[config.mk]
export PLATFORM = sky130hd
export DESIGN_NAME = vid_axis_bridge
export DESIGN_NICKNAME = d
export VERILOG_FILES = /design/src/rtl/vid_axis_pkg.sv /design/src/rtl/vid_axis_sync_fifo.sv /design/src/rtl/vid_axis_bridge.sv
export SDC_FILE = /design/constraint.sdc
export NUM_CORES = 1
export LEC_CHECK = 0
export CAP_MARGIN = 25
export CORE_UTILIZATION = 31
export DETAILED_ROUTE_END_ITERATION = 8
export PLACE_DENSITY_LB_ADDON = 0.2
export SYNTH_ARGS = -nofsm -noshare
export SYNTH_HDL_FRONTEND = slang
export SYNTH_SLANG_ARGS = --single-unit
export TNS_END_PERCENT = 30
[constraint.sdc]
create_clock -name ACLK -period 13.1 [get_ports ACLK]
set_clock_uncertainty 0.15 [all_clocks]
set_input_delay 1.31 -clock ACLK [delete_from_list [all_inputs] [get_ports ACLK]]
set_output_delay 1.31 -clock ACLK [all_outputs]
set_load 0.01 [all_outputs]
[src/rtl/vid_axis_pkg.sv]
// Shared types and defaults for the D5M pixel-bus to AXI4-Stream video bridge.
package vid_axis_pkg;

    localparam int DATA_W_DEF = 24;
    localparam int CNT_W_DEF  = 16;

    typedef enum logic [1:0] {
        IDLE   = 2'd0,
        ACTIVE = 2'd1,
        DROP   = 2'd2
    } state_t;

    // FIFO entry layout at the default pixel width; the bridge packs the same
    // {sof, eol, data} order at whatever DATA_W it is built with.
    typedef struct packed {
        logic                  sof;
        logic                  eol;
        logic [DATA_W_DEF-1:0] data;
    } vid_entry_t;

    // A held pixel closes its line when the line or the frame has ended.
    function automatic logic line_end(input logic fval, input logic lval);
        return (!fval) || (!lval);
    endfunction

endpackage

[src/rtl/vid_axis_sync_fifo.sv]
// Single-clock first-word-fall-through FIFO. Head word is presented whenever
// the FIFO is non-empty and reads as zero while empty. A push while full is
// accepted only if a pop happens in the same cycle.
module vid_axis_sync_fifo #(
    parameter int WIDTH = 26,
    parameter int DEPTH = 16
) (
    input  logic                     clk,
    input  logic                     rst_n,
    input  logic                     push,
    input  logic [WIDTH-1:0]         wdata,
    input  logic                     pop,
    output logic [WIDTH-1:0]         rdata,
    output logic                     full,
    output logic                     empty,
    output logic [$clog2(DEPTH):0]   level
);

    localparam int AW = $clog2(DEPTH);
    localparam logic [AW:0]   DEPTH_L = (AW+1)'(DEPTH);
    localparam logic [AW-1:0] PTR_ONE = {{(AW-1){1'b0}}, 1'b1};
    localparam logic [AW:0]   CNT_ONE = {{AW{1'b0}}, 1'b1};

    logic [WIDTH-1:0] mem_q [DEPTH];
    logic [AW-1:0]    wr_ptr_q, wr_ptr_d;
    logic [AW-1:0]    rd_ptr_q, rd_ptr_d;
    logic [AW:0]      count_q, count_d;
    logic             do_push_s, do_pop_s;

    assign full      = (count_q == DEPTH_L);
    assign empty     = (count_q == {(AW+1){1'b0}});
    assign level     = count_q;
    assign do_pop_s  = pop && !empty;
    assign do_push_s = push && (!full || do_pop_s);
    assign rdata     = empty ? {WIDTH{1'b0}} : mem_q[rd_ptr_q];

    // Pointer and occupancy next-state.
    always_comb begin
        wr_ptr_d = wr_ptr_q;
        rd_ptr_d = rd_ptr_q;
        count_d  = count_q;
        if (do_push_s) begin
            wr_ptr_d = wr_ptr_q + PTR_ONE;
        end else begin
            wr_ptr_d = wr_ptr_q;
        end
        if (do_pop_s) begin
            rd_ptr_d = rd_ptr_q + PTR_ONE;
        end else begin
            rd_ptr_d = rd_ptr_q;
        end
        case ({do_push_s, do_pop_s})
            2'b10:   count_d = count_q + CNT_ONE;
            2'b01:   count_d = count_q - CNT_ONE;
            default: count_d = count_q;
        endcase
    end

    // Pointer and occupancy registers.
    always_ff @(posedge clk or negedge rst_n) begin
        if (!rst_n) begin
            wr_ptr_q <= {AW{1'b0}};
            rd_ptr_q <= {AW{1'b0}};
            count_q  <= {(AW+1){1'b0}};
        end else begin
            wr_ptr_q <= wr_ptr_d;
            rd_ptr_q <= rd_ptr_d;
            count_q  <= count_d;
        end
    end

    // Storage array; contents are don't-care until written.
    always_ff @(posedge clk) begin
        if (do_push_s) begin
            mem_q[wr_ptr_q] <= wdata;
        end
    end

endmodule

[src/rtl/vid_axis_bridge.sv]
// D5M frame/line-valid pixel bus to AXI4-Stream video (tuser=SOF, tlast=EOL).
// Optional build macro VID_AXIS_DROP_FRAME_EN: after the first overflow the
// rest of the frame is discarded (DROP state) instead of single pixels.
module vid_axis_bridge
    import vid_axis_pkg::*;
#(
    parameter int DATA_W     = DATA_W_DEF,
    parameter int FIFO_DEPTH = 16,
    parameter int CNT_W      = CNT_W_DEF
) (
    input  logic                          ACLK,
    input  logic                          ARESETN,
    input  logic                          enable,
    input  logic                          ifval,
    input  logic                          ilval,
    input  logic [DATA_W-1:0]             idata,
    input  logic                          m_axis_tready,
    output logic                          m_axis_tvalid,
    output logic [DATA_W-1:0]             m_axis_tdata,
    output logic                          m_axis_tuser,
    output logic                          m_axis_tlast,
    output logic [$clog2(FIFO_DEPTH):0]   fifo_level,
    output logic [CNT_W-1:0]              frame_count,
    output logic [CNT_W-1:0]              ovf_count
);

`ifdef VID_AXIS_DROP_FRAME_EN
    localparam bit DROP_EN = 1'b1;
`else
    localparam bit DROP_EN = 1'b0;
`endif

    localparam int ENTRY_W = DATA_W + 2;

    state_t             state_q, state_d;
    logic               enable_q, enable_d;
    logic               ifval_q, ifval_d;
    logic               hold_vld_q, hold_vld_d;
    logic               hold_sof_q, hold_sof_d;
    logic [DATA_W-1:0]  hold_data_q, hold_data_d;
    logic               sof_pend_q, sof_pend_d;
    logic [CNT_W-1:0]   frame_count_q, frame_count_d;
    logic [CNT_W-1:0]   ovf_count_q, ovf_count_d;

    logic               start_s, ovf_evt_s, fifo_push_s, fifo_pop_s;
    logic               fifo_full_s, fifo_empty_s, pix_s;
    logic [1:0]         drop_inc_s;
    logic [ENTRY_W-1:0] fifo_wdata_s, fifo_rdata_s;

    // Saturating add of up to two dropped pixels per cycle.
    function automatic logic [CNT_W-1:0] sat_add(input logic [CNT_W-1:0] a, input logic [1:0] b);
        logic [CNT_W:0] sum;
        sum = {1'b0, a} + {{(CNT_W-1){1'b0}}, b};
        return sum[CNT_W] ? {CNT_W{1'b1}} : sum[CNT_W-1:0];
    endfunction

    assign pix_s        = ifval && ilval;
    assign fifo_pop_s   = m_axis_tready && !fifo_empty_s;
    assign fifo_wdata_s = {hold_sof_q, line_end(ifval, ilval), hold_data_q};

    vid_axis_sync_fifo #(
        .WIDTH (ENTRY_W),
        .DEPTH (FIFO_DEPTH)
    ) u_fifo (
        .clk   (ACLK),
        .rst_n (ARESETN),
        .push  (fifo_push_s),
        .wdata (fifo_wdata_s),
        .pop   (fifo_pop_s),
        .rdata (fifo_rdata_s),
        .full  (fifo_full_s),
        .empty (fifo_empty_s),
        .level (fifo_level)
    );

    assign m_axis_tvalid = !fifo_empty_s;
    assign {m_axis_tuser, m_axis_tlast, m_axis_tdata} = fifo_rdata_s;
    assign frame_count   = frame_count_q;
    assign ovf_count     = ovf_count_q;

    // Frame FSM: frames only start on an ifval rise with capture enabled.
    always_comb begin
        state_d       = state_q;
        enable_d      = enable_q;
        frame_count_d = frame_count_q;
        start_s       = 1'b0;
        case (state_q)
            IDLE: begin
                if (!ifval) begin
                    enable_d = enable;
                end else if (!ifval_q && enable_q) begin
                    state_d       = ACTIVE;
                    start_s       = 1'b1;
                    frame_count_d = frame_count_q + {{(CNT_W-1){1'b0}}, 1'b1};
                end else begin
                    state_d = IDLE;
                end
            end
            ACTIVE: begin
                if (!ifval) begin
                    state_d = IDLE;
                end else if (ovf_evt_s && DROP_EN) begin
                    state_d = DROP;
                end else begin
                    state_d = ACTIVE;
                end
            end
            DROP: begin
                if (!ifval) begin
                    state_d = IDLE;
                end else begin
                    state_d = DROP;
                end
            end
            default: state_d = IDLE;
        endcase
    end

    // Hold stage, FIFO write and drop accounting.
    always_comb begin
        hold_vld_d  = 1'b0;
        hold_sof_d  = hold_sof_q;
        hold_data_d = hold_data_q;
        sof_pend_d  = sof_pend_q;
        fifo_push_s = 1'b0;
        ovf_evt_s   = 1'b0;
        drop_inc_s  = 2'd0;
        // Flush last cycle's pixel; its eol comes from this cycle's strobes.
        if (hold_vld_q) begin
            if (fifo_full_s && !fifo_pop_s) begin
                ovf_evt_s  = 1'b1;
                drop_inc_s = 2'd1;
            end else begin
                fifo_push_s = 1'b1;
            end
        end else begin
            fifo_push_s = 1'b0;
        end
        if (start_s) begin
            sof_pend_d = 1'b1;
        end else if ((state_q == ACTIVE) && pix_s && !(ovf_evt_s && DROP_EN)) begin
            hold_vld_d  = 1'b1;
            hold_sof_d  = sof_pend_q;
            hold_data_d = idata;
            sof_pend_d  = 1'b0;
        end else if (pix_s && (state_q != IDLE)) begin
            drop_inc_s = drop_inc_s + 2'd1;
        end else begin
            sof_pend_d = sof_pend_q;
        end
        ifval_d     = ifval;
        ovf_count_d = sat_add(ovf_count_q, drop_inc_s);
    end

    // State, hold and counter registers. ifval_q resets high so a frame
    // already in progress at reset release is not mistaken for a new one.
    always_ff @(posedge ACLK or negedge ARESETN) begin
        if (!ARESETN) begin
            state_q       <= IDLE;
            enable_q      <= 1'b0;
            ifval_q       <= 1'b1;
            hold_vld_q    <= 1'b0;
            hold_sof_q    <= 1'b0;
            hold_data_q   <= {DATA_W{1'b0}};
            sof_pend_q    <= 1'b0;
            frame_count_q <= {CNT_W{1'b0}};
            ovf_count_q   <= {CNT_W{1'b0}};
        end else begin
            state_q       <= state_d;
            enable_q      <= enable_d;
            ifval_q       <= ifval_d;
            hold_vld_q    <= hold_vld_d;
            hold_sof_q    <= hold_sof_d;
            hold_data_q   <= hold_data_d;
            sof_pend_q    <= sof_pend_d;
            frame_count_q <= frame_count_d;
            ovf_count_q   <= ovf_count_d;
        end
    end

endmodule
==> results of run 1 <==
logic make-up (layout without fill, tap and decap cells):
| kind of cell | after synthesis | count (layout) | synth area share |
|---|---|---|---|
| flops | 492 | 492 | 0.742 |
| simple gates | 222 | 222 | 0.0565 |
| mux | 135 | 135 | 0.139 |
| buf+inv | 67 | 233 | 0.0156 |
| compound gates | 49 | 49 | 0.0212 |
| xor+xnor | 33 | 33 | 0.0149 |
| fa+ha+maj | 15 | 15 | 0.0105 |
worst max-delay path, stage by stage (launching register included):
cell	delay, ns
dfrtp_4	0.81
buf_4	0.71
mux4_2	0.60
mux2_2	0.29
a221o_1	0.39
clkdlybuf4s50_1	0.51
cell usage after synthesis, types with 15 or more instances:
cell type and number:
nand4_1 15, nor2b_1 23, clkbuf_1 20, xnor2_1 29, mux4_2 104, dfrtp_1 75, a221o_1 26, mux2_2 31
nor2_1 15, inv_1 19, edfxtp_1 416, nand2_1 111
final timing paths:
check,cells after the start,from,slack (ns),to
worst min-delay path,2,sof_pend_q$_DFFE_PN0P_,0.33,sof_pend_q$_DFFE_PN0P_
worst max register to register,11,u_fifo.level[0]$_DFFE_PN0P_,9.21,ovf_count[14]$_DFF_PN0_
worst max-delay path,5,u_fifo.rd_ptr_q[1]$_DFFE_PN0P_,7.68,m_axis_tuser
max in group asynchronous,2,ARESETN,11.11,u_fifo.rd_ptr_q[0]$_DFFE_PN0P_
worst min register to register,2,sof_pend_q$_DFFE_PN0P_,0.33,sof_pend_q$_DFFE_PN0P_
min in group asynchronous,1,ARESETN,0.47,frame_count[11]$_DFFE_PN0P_
final cells by class:
class                           count  area (um2)  area share
Multi-Input combinational cell    454        4790       0.205
Timing Repair Buffer              117        1230      0.0526
Clock buffer                       63        1350      0.0580
Clock inverter                     33         432      0.0185
Inverter                           20        75.1     0.00322
Tap cell                          837        1050      0.0449
Sequential cell                   492       14400       0.618
metal layers:
layer  track usage  part of all wire  vias up
li1              -                 -     4272
met1         0.201              0.46     5129
met2         0.236              0.48      193
met3        0.0311             0.047       57
met4        0.0310             0.017        0
met5             0                 0        -
registers in the layout, summed over array words and instances, names as in the netlist:
signal,count
u_fifo.mem_q,416
hold_data_q,24
frame_count,16
ovf_count,16
u_fifo.level,5
u_fifo.rd_ptr_q,4
u_fifo.wr_ptr_q,4
state_q,2
enable_q,1
hold_sof_q,1
hold_vld_q,1
ifval_q,1
sof_pend_q,1
placed cells by master (no fill, tap or decap), types with 4 or more instances in the layout:
master	instances
clkbuf_1	10
nor3_2	5
mux4_2	104
nor2_4	5
nor3_1	9
mux2_2	31
xnor2_1	29
clkinv_1	9
a21oi_1	5
ha_1	13
nor2b_1	23
o21ai_0	9
edfxtp_1	416
buf_16	4
xor2_1	4
clkinv_2	9
and2b_1	6
nor2_1	10
nand4_1	15
and3_2	4
clkdlybuf4s50_1	92
nand2_1	111
a221o_1	26
buf_4	18
nand3_1	8
bufinv_16	10
inv_1	19
clkbuf_16	52
dfrtp_1	72
nor4_1	5
stage by stage:
step / util / hold slack [ns]
global route: 0.378 / 0.341
global placement: 0.346 / 0.318
finish: 0.378 / 0.328
detailed placement: 0.347 / 0.315
floorplan: - / 0.289
CTS: 0.376 / 0.330
where the power goes:
group	internal (W)	total (W)	switching [W]
Clock	0.000932	0.00154	0.000607
Combinational	0.000676	0.00123	0.000554
Sequential	0.00188	0.00211	0.000236
==> run_results.csv, run 1 <==
group,metric,value,unit
sta,finalCritPeriodShare,0.414,
worst_setup_path,cp_max_fo,42,
die,row_count,91,
die,dieArea,63500,um2
power,p_total,0.00488,W
clock_network,clk_pin_slew,0.07,ns
die,num_io_pins,94,
sta,finalHoldViolations,0,
detailed_routing,dr_total_vias,9651,
power,power.leakage,7.84,nW
detailed_routing,drt-initial-drc-count,654,
power,power.density,209,nW/um2
clock_network,numClockSinks,492,
detailed_routing,detail-route-antenna-nets,0,
final_layout,final_area,23300,um2
yosys,synth_top_flop_cell,"edfxtp_1",
die,die_x,252,um
yosys,async_flop_share,0.154,
final_layout,final_cells,2016,
place,globalplace.congestion,0.747,
yosys,syn_inst,1013,
detailed_routing,routedWlPerCell,22.4,um
final_layout,antenna_cells,0,
grt,grt_max_degree,56,
run_status,status,"finished, final reports clean",
clock_network,cts_resized,0,
yosys,seq_area_frac_synth,0.742,
yosys,yosysTopAreaCell,"edfxtp_1",
final_layout,fin_nets,1182,
worst_setup_path,worst_setup_path_end_kind,"output pin",
yosys,ys_seq_elements,492,
grt,antenna_found_initial,0,
final_layout,fillerInstances,5725,
clock_network,tritoncts,"built",
sta,finalCriticalPeriod,5.42,ns
yosys,syn_nets,1058,
yosys,synth_edf_count,416,
yosys,syn_avg_cell_area,19.1,um2
sta,slew_viol_final,0,
final_layout,area_growth,20.3,%
worst_setup_path,cp.required,11.64,ns
grt,grt_first_pass_wirelength,67.8,mm
clock_network,postCtsSetupBuffers,0,
yosys,synth_warnings,0,
yosys,synthDistinctLibCells,46,
yosys,synthTopCellsByArea,"edfxtp_1, mux4_2, dfrtp_1",
worst_hold_path,min_path_type,"register to register",
clock_network,cts-buffers-inserted,52,
clock_network,cts_hold_buf,0,
detailed_routing,drt-vias-per-instance,4.79,
detailed_routing,drtPass1Iterations,5,
sta,worst_slack,7.68,ns
clock_network,h-tree-depth,2,
place,place_area,21400,um2
clock_network,clockBufferDepth,3,
place,port_buffers,93,
sta,setup_viol,0,
grt,grt_pass1_vias,10200,
worst_setup_path,cp-start-kind,"register",
final_layout,drive_gt1_frac,0.224,
sta,slew_headroom,0.301,
sta,fin_tns_setup,0,ns
sta,timing.fmax,185,MHz
sta,rsz0062_at_grt,"false",
die,die_h,252,um
worst_setup_path,worstPathArrival,3.96,ns
die,initial_utilization,0.314,
grt,grt_overflow,0,
clock_network,clock-root-buffer,"clkbuf_16",
worst_setup_path,critPathKind,"register to output pin",
place,pre_cts_ws,8.15,ns
sta,worst_pin_slew,1.05,ns
power,ir_drop,0.107,mV
yosys,synth_top_area_frac,0.644,
job,drv_cap,0,
place,post-dp-hpwl,25.0,mm
die,core,61700,um2
grt,grt_use_total,0.145,
place,dp_cells,1916,
detailed_routing,drcViolationCount,0,
detailed_routing,wl,45.2,mm
clock_network,clock_latency,0.59,ns
yosys,syn_area,19400,um2
Power figures use the tool's default switching activity.
==> inputs of run 2 (changes only) <==
==> constraint.sdc (replaced) <==
create_clock -name ACLK -period 5.3 [get_ports ACLK]
set_clock_uncertainty 0.15 [all_clocks]
set_input_delay 0.53 -clock ACLK [delete_from_list [all_inputs] [get_ports ACLK]]
set_output_delay 0.53 -clock ACLK [all_outputs]
set_load 0.01 [all_outputs]
==> run 2 against run 1 <==
  * Global-route usage grew 0.34 points
  * Sequential power grew 150%
  * Register-to-register slack lost 7.8 ns
  * Critical path type unchanged
  * Critical endpoint is now m_axis_tdata[21]
==> run_results.csv, run 2 (synthesized netlist as in run 1, its figures left out) <==
group,metric,value,unit
worst_setup_path,worstPathArrival,3.64,ns
worst_setup_path,cp-startpoint,"u_fifo.rd_ptr_q[3]$_DFFE_PN0P_",
grt,antenna_found_initial,0,
die,row_count,91,
power,power.density,519,nW/um2
worst_setup_path,cp_max_fo,32,
place,globalplace.congestion,0.774,
place,place_area,21500,um2
place,post-dp-hpwl,26.1,mm
worst_setup_path,crit_chain,"buf_4 > mux4_2 > mux2_2 > a221o_1 > clkdlybuf4s50_1",
worst_setup_path,reg2reg_depth,11,
worst_setup_path,worst_setup_path_end_kind,"output pin",
die,num_io_pins,94,
worst_setup_path,max_stage_delay,0.99,ns
worst_setup_path,critPathKind,"register to output pin",
worst_setup_path,slowest_stage,"dfrtp_2",
detailed_routing,drt-initial-drc-count,510,
grt,grt_max_degree,43,
final_layout,largest_reg_flops,416,
sta,setup_viol,0,
detailed_routing,detail-route-antenna-nets,0,
final_layout,final_area,23400,um2
detailed_routing,dr_total_vias,9690,
grt,grt_use_total,0.149,
final_layout,final_common_cell,"edfxtp_1",
sta,finalHoldViolations,0,
clock_network,postCtsSetupBuffers,0,
detailed_routing,drcViolationCount,0,
final_layout,postLayoutCoreUtil,0.379,
die,initial_utilization,0.314,
grt,grt_overflow,0,
worst_hold_path,holdCritStartpoint,"idata[21]",
worst_hold_path,min_path_type,"input port to register",
sta,slew_viol_final,0,
sta,timing.fmax,231,MHz
die,core,61700,um2
worst_setup_path,r2r-start,"u_fifo.level[1]$_DFFE_PN0P_",
sta,slew_headroom,0.301,
clock_network,clock-root-buffer,"clkbuf_16",
final_layout,antenna_cells,0,
detailed_routing,wl,46.1,mm
detailed_routing,drt-vias-per-instance,4.77,
sta,fin_tns_setup,0,ns
clock_network,clock_latency,0.60,ns
die,dieArea,63500,um2
worst_hold_path,min_path_cells,3,
grt,grt_pass1_vias,10500,
run_status,status,"finished, final reports clean",
clock_network,cts_resized,0,
power,p_total,0.0121,W
final_layout,area_growth,20.5,%
clock_network,tritoncts,"built",
job,drv_cap,0,
final_layout,largest_register,"u_fifo.mem_q",
worst_setup_path,cp-start-kind,"register",
final_layout,reg.largest.list,"u_fifo.mem_q (416), hold_data_q (24)",
power,power.leakage,7.91,nW
sta,finalCritPeriodShare,0.816,
detailed_routing,routedWlPerCell,22.7,um
worst_setup_path,cp.required,4.62,ns
final_layout,layout_common_cells,"edfxtp_1, nand2_1, mux4_2",
place,port_buffers,93,
clock_network,numClockSinks,492,
worst_hold_path,min_delay_worst_endpoint,"hold_data_q[21]$_DFFE_PN0P_",
detailed_routing,drtPass1Iterations,4,
clock_network,clk_pin_slew,0.06,ns
worst_setup_path,r2r_end,"ovf_count[14]$_DFF_PN0_",
worst_setup_path,reg2reg_slack,1.42,ns
die,die_h,252,um
die,die_x,252,um
final_layout,drive_gt1_frac,0.239,
power,ir_drop,0.264,mV
grt,grt_first_pass_wirelength,69.1,mm
clock_network,clockBufferDepth,3,
clock_network,cts-buffers-inserted,54,
final_layout,fin_nets,1197,
clock_network,h-tree-depth,2,
sta,worst_pin_slew,1.04,ns
sta,finalCriticalPeriod,4.32,ns
sta,rsz0062_at_grt,"false",
run 2: cell types whose count changed in the layout (fill, tap and decap cells not counted), moves of 3 or more:
cell	before	now
bufinv_16	10	6
clkbuf_1	10	5
clkbuf_16	52	55
clkinv_2	9	15
clkbuf_8	1	5
buf_16	4	0
buf_4	18	34
run 2: routing by layer:
metal | global-route usage | part of all wire | vias up
li1 | - | - | 4296
met1 | 0.197 | 0.44 | 5135
met2 | 0.253 | 0.49 | 198
met3 | 0.0304 | 0.046 | 61
met4 | 0.0326 | 0.016 | 0
met5 | 0 | 0 | -
run 2: what timing repair did:
action,in CTS,in global routing
hold buffers,1,0
endpoints found under the setup margin,0,0
hold endpoints to repair,40,0
run 2: layout make-up:
cell class,instances,area [um2]
clock buffer,65,1460
clock inverter,35,353
fill,5739,38400
inverter,20,75.1
multi-input combinational,454,4780
sequential,492,14400
tap,837,1050
timing repair buffer,130,1240
run 2: power by group:
group	total, W	leakage, nW	switching, W	internal, W
Clock	0.00380	0.893	0.00154	0.00226
Combinational	0.00313	2.27	0.00141	0.00171
Sequential	0.00520	4.75	0.000559	0.00464
Total	0.0121	7.91	0.00351	0.00861
run 2: worst max path at each step:
stage	end	cells after the start
3_3_place_gp	ovf_count[14]$_DFF_PN0_	12
4_1_cts	m_axis_tuser	5
3_5_place_dp	ovf_count[14]$_DFF_PN0_	12
6_report	m_axis_tdata[21]	5
5_1_grt	m_axis_tdata[21]	5
2_1_floorplan	u_fifo.mem_q[1][0]$_DFFE_PP_	6
run 2: per-stage QoR:
stage | hold WS, ns | setup WS (ns) | cells
final | 0.314 | 0.978 | 2033
after global routing | 0.309 | 0.794 | 2033
after CTS | 0.277 | 0.873 | 2033
after detailed placement | 0.320 | 1.07 | 1932
after global placement | 0.318 | 1.23 | 1931
after floorplan | 0.0844 | 0.977 | 1013
run 2: critical path: cells and delay by family, from the launching register on:
family | cells | cell delay, ns
flip-flops | 1 | 0.99
buffers and inverters | 2 | 1.01
multiplexers | 2 | 0.65
AO/OA/AOI/OAI | 1 | 0.37
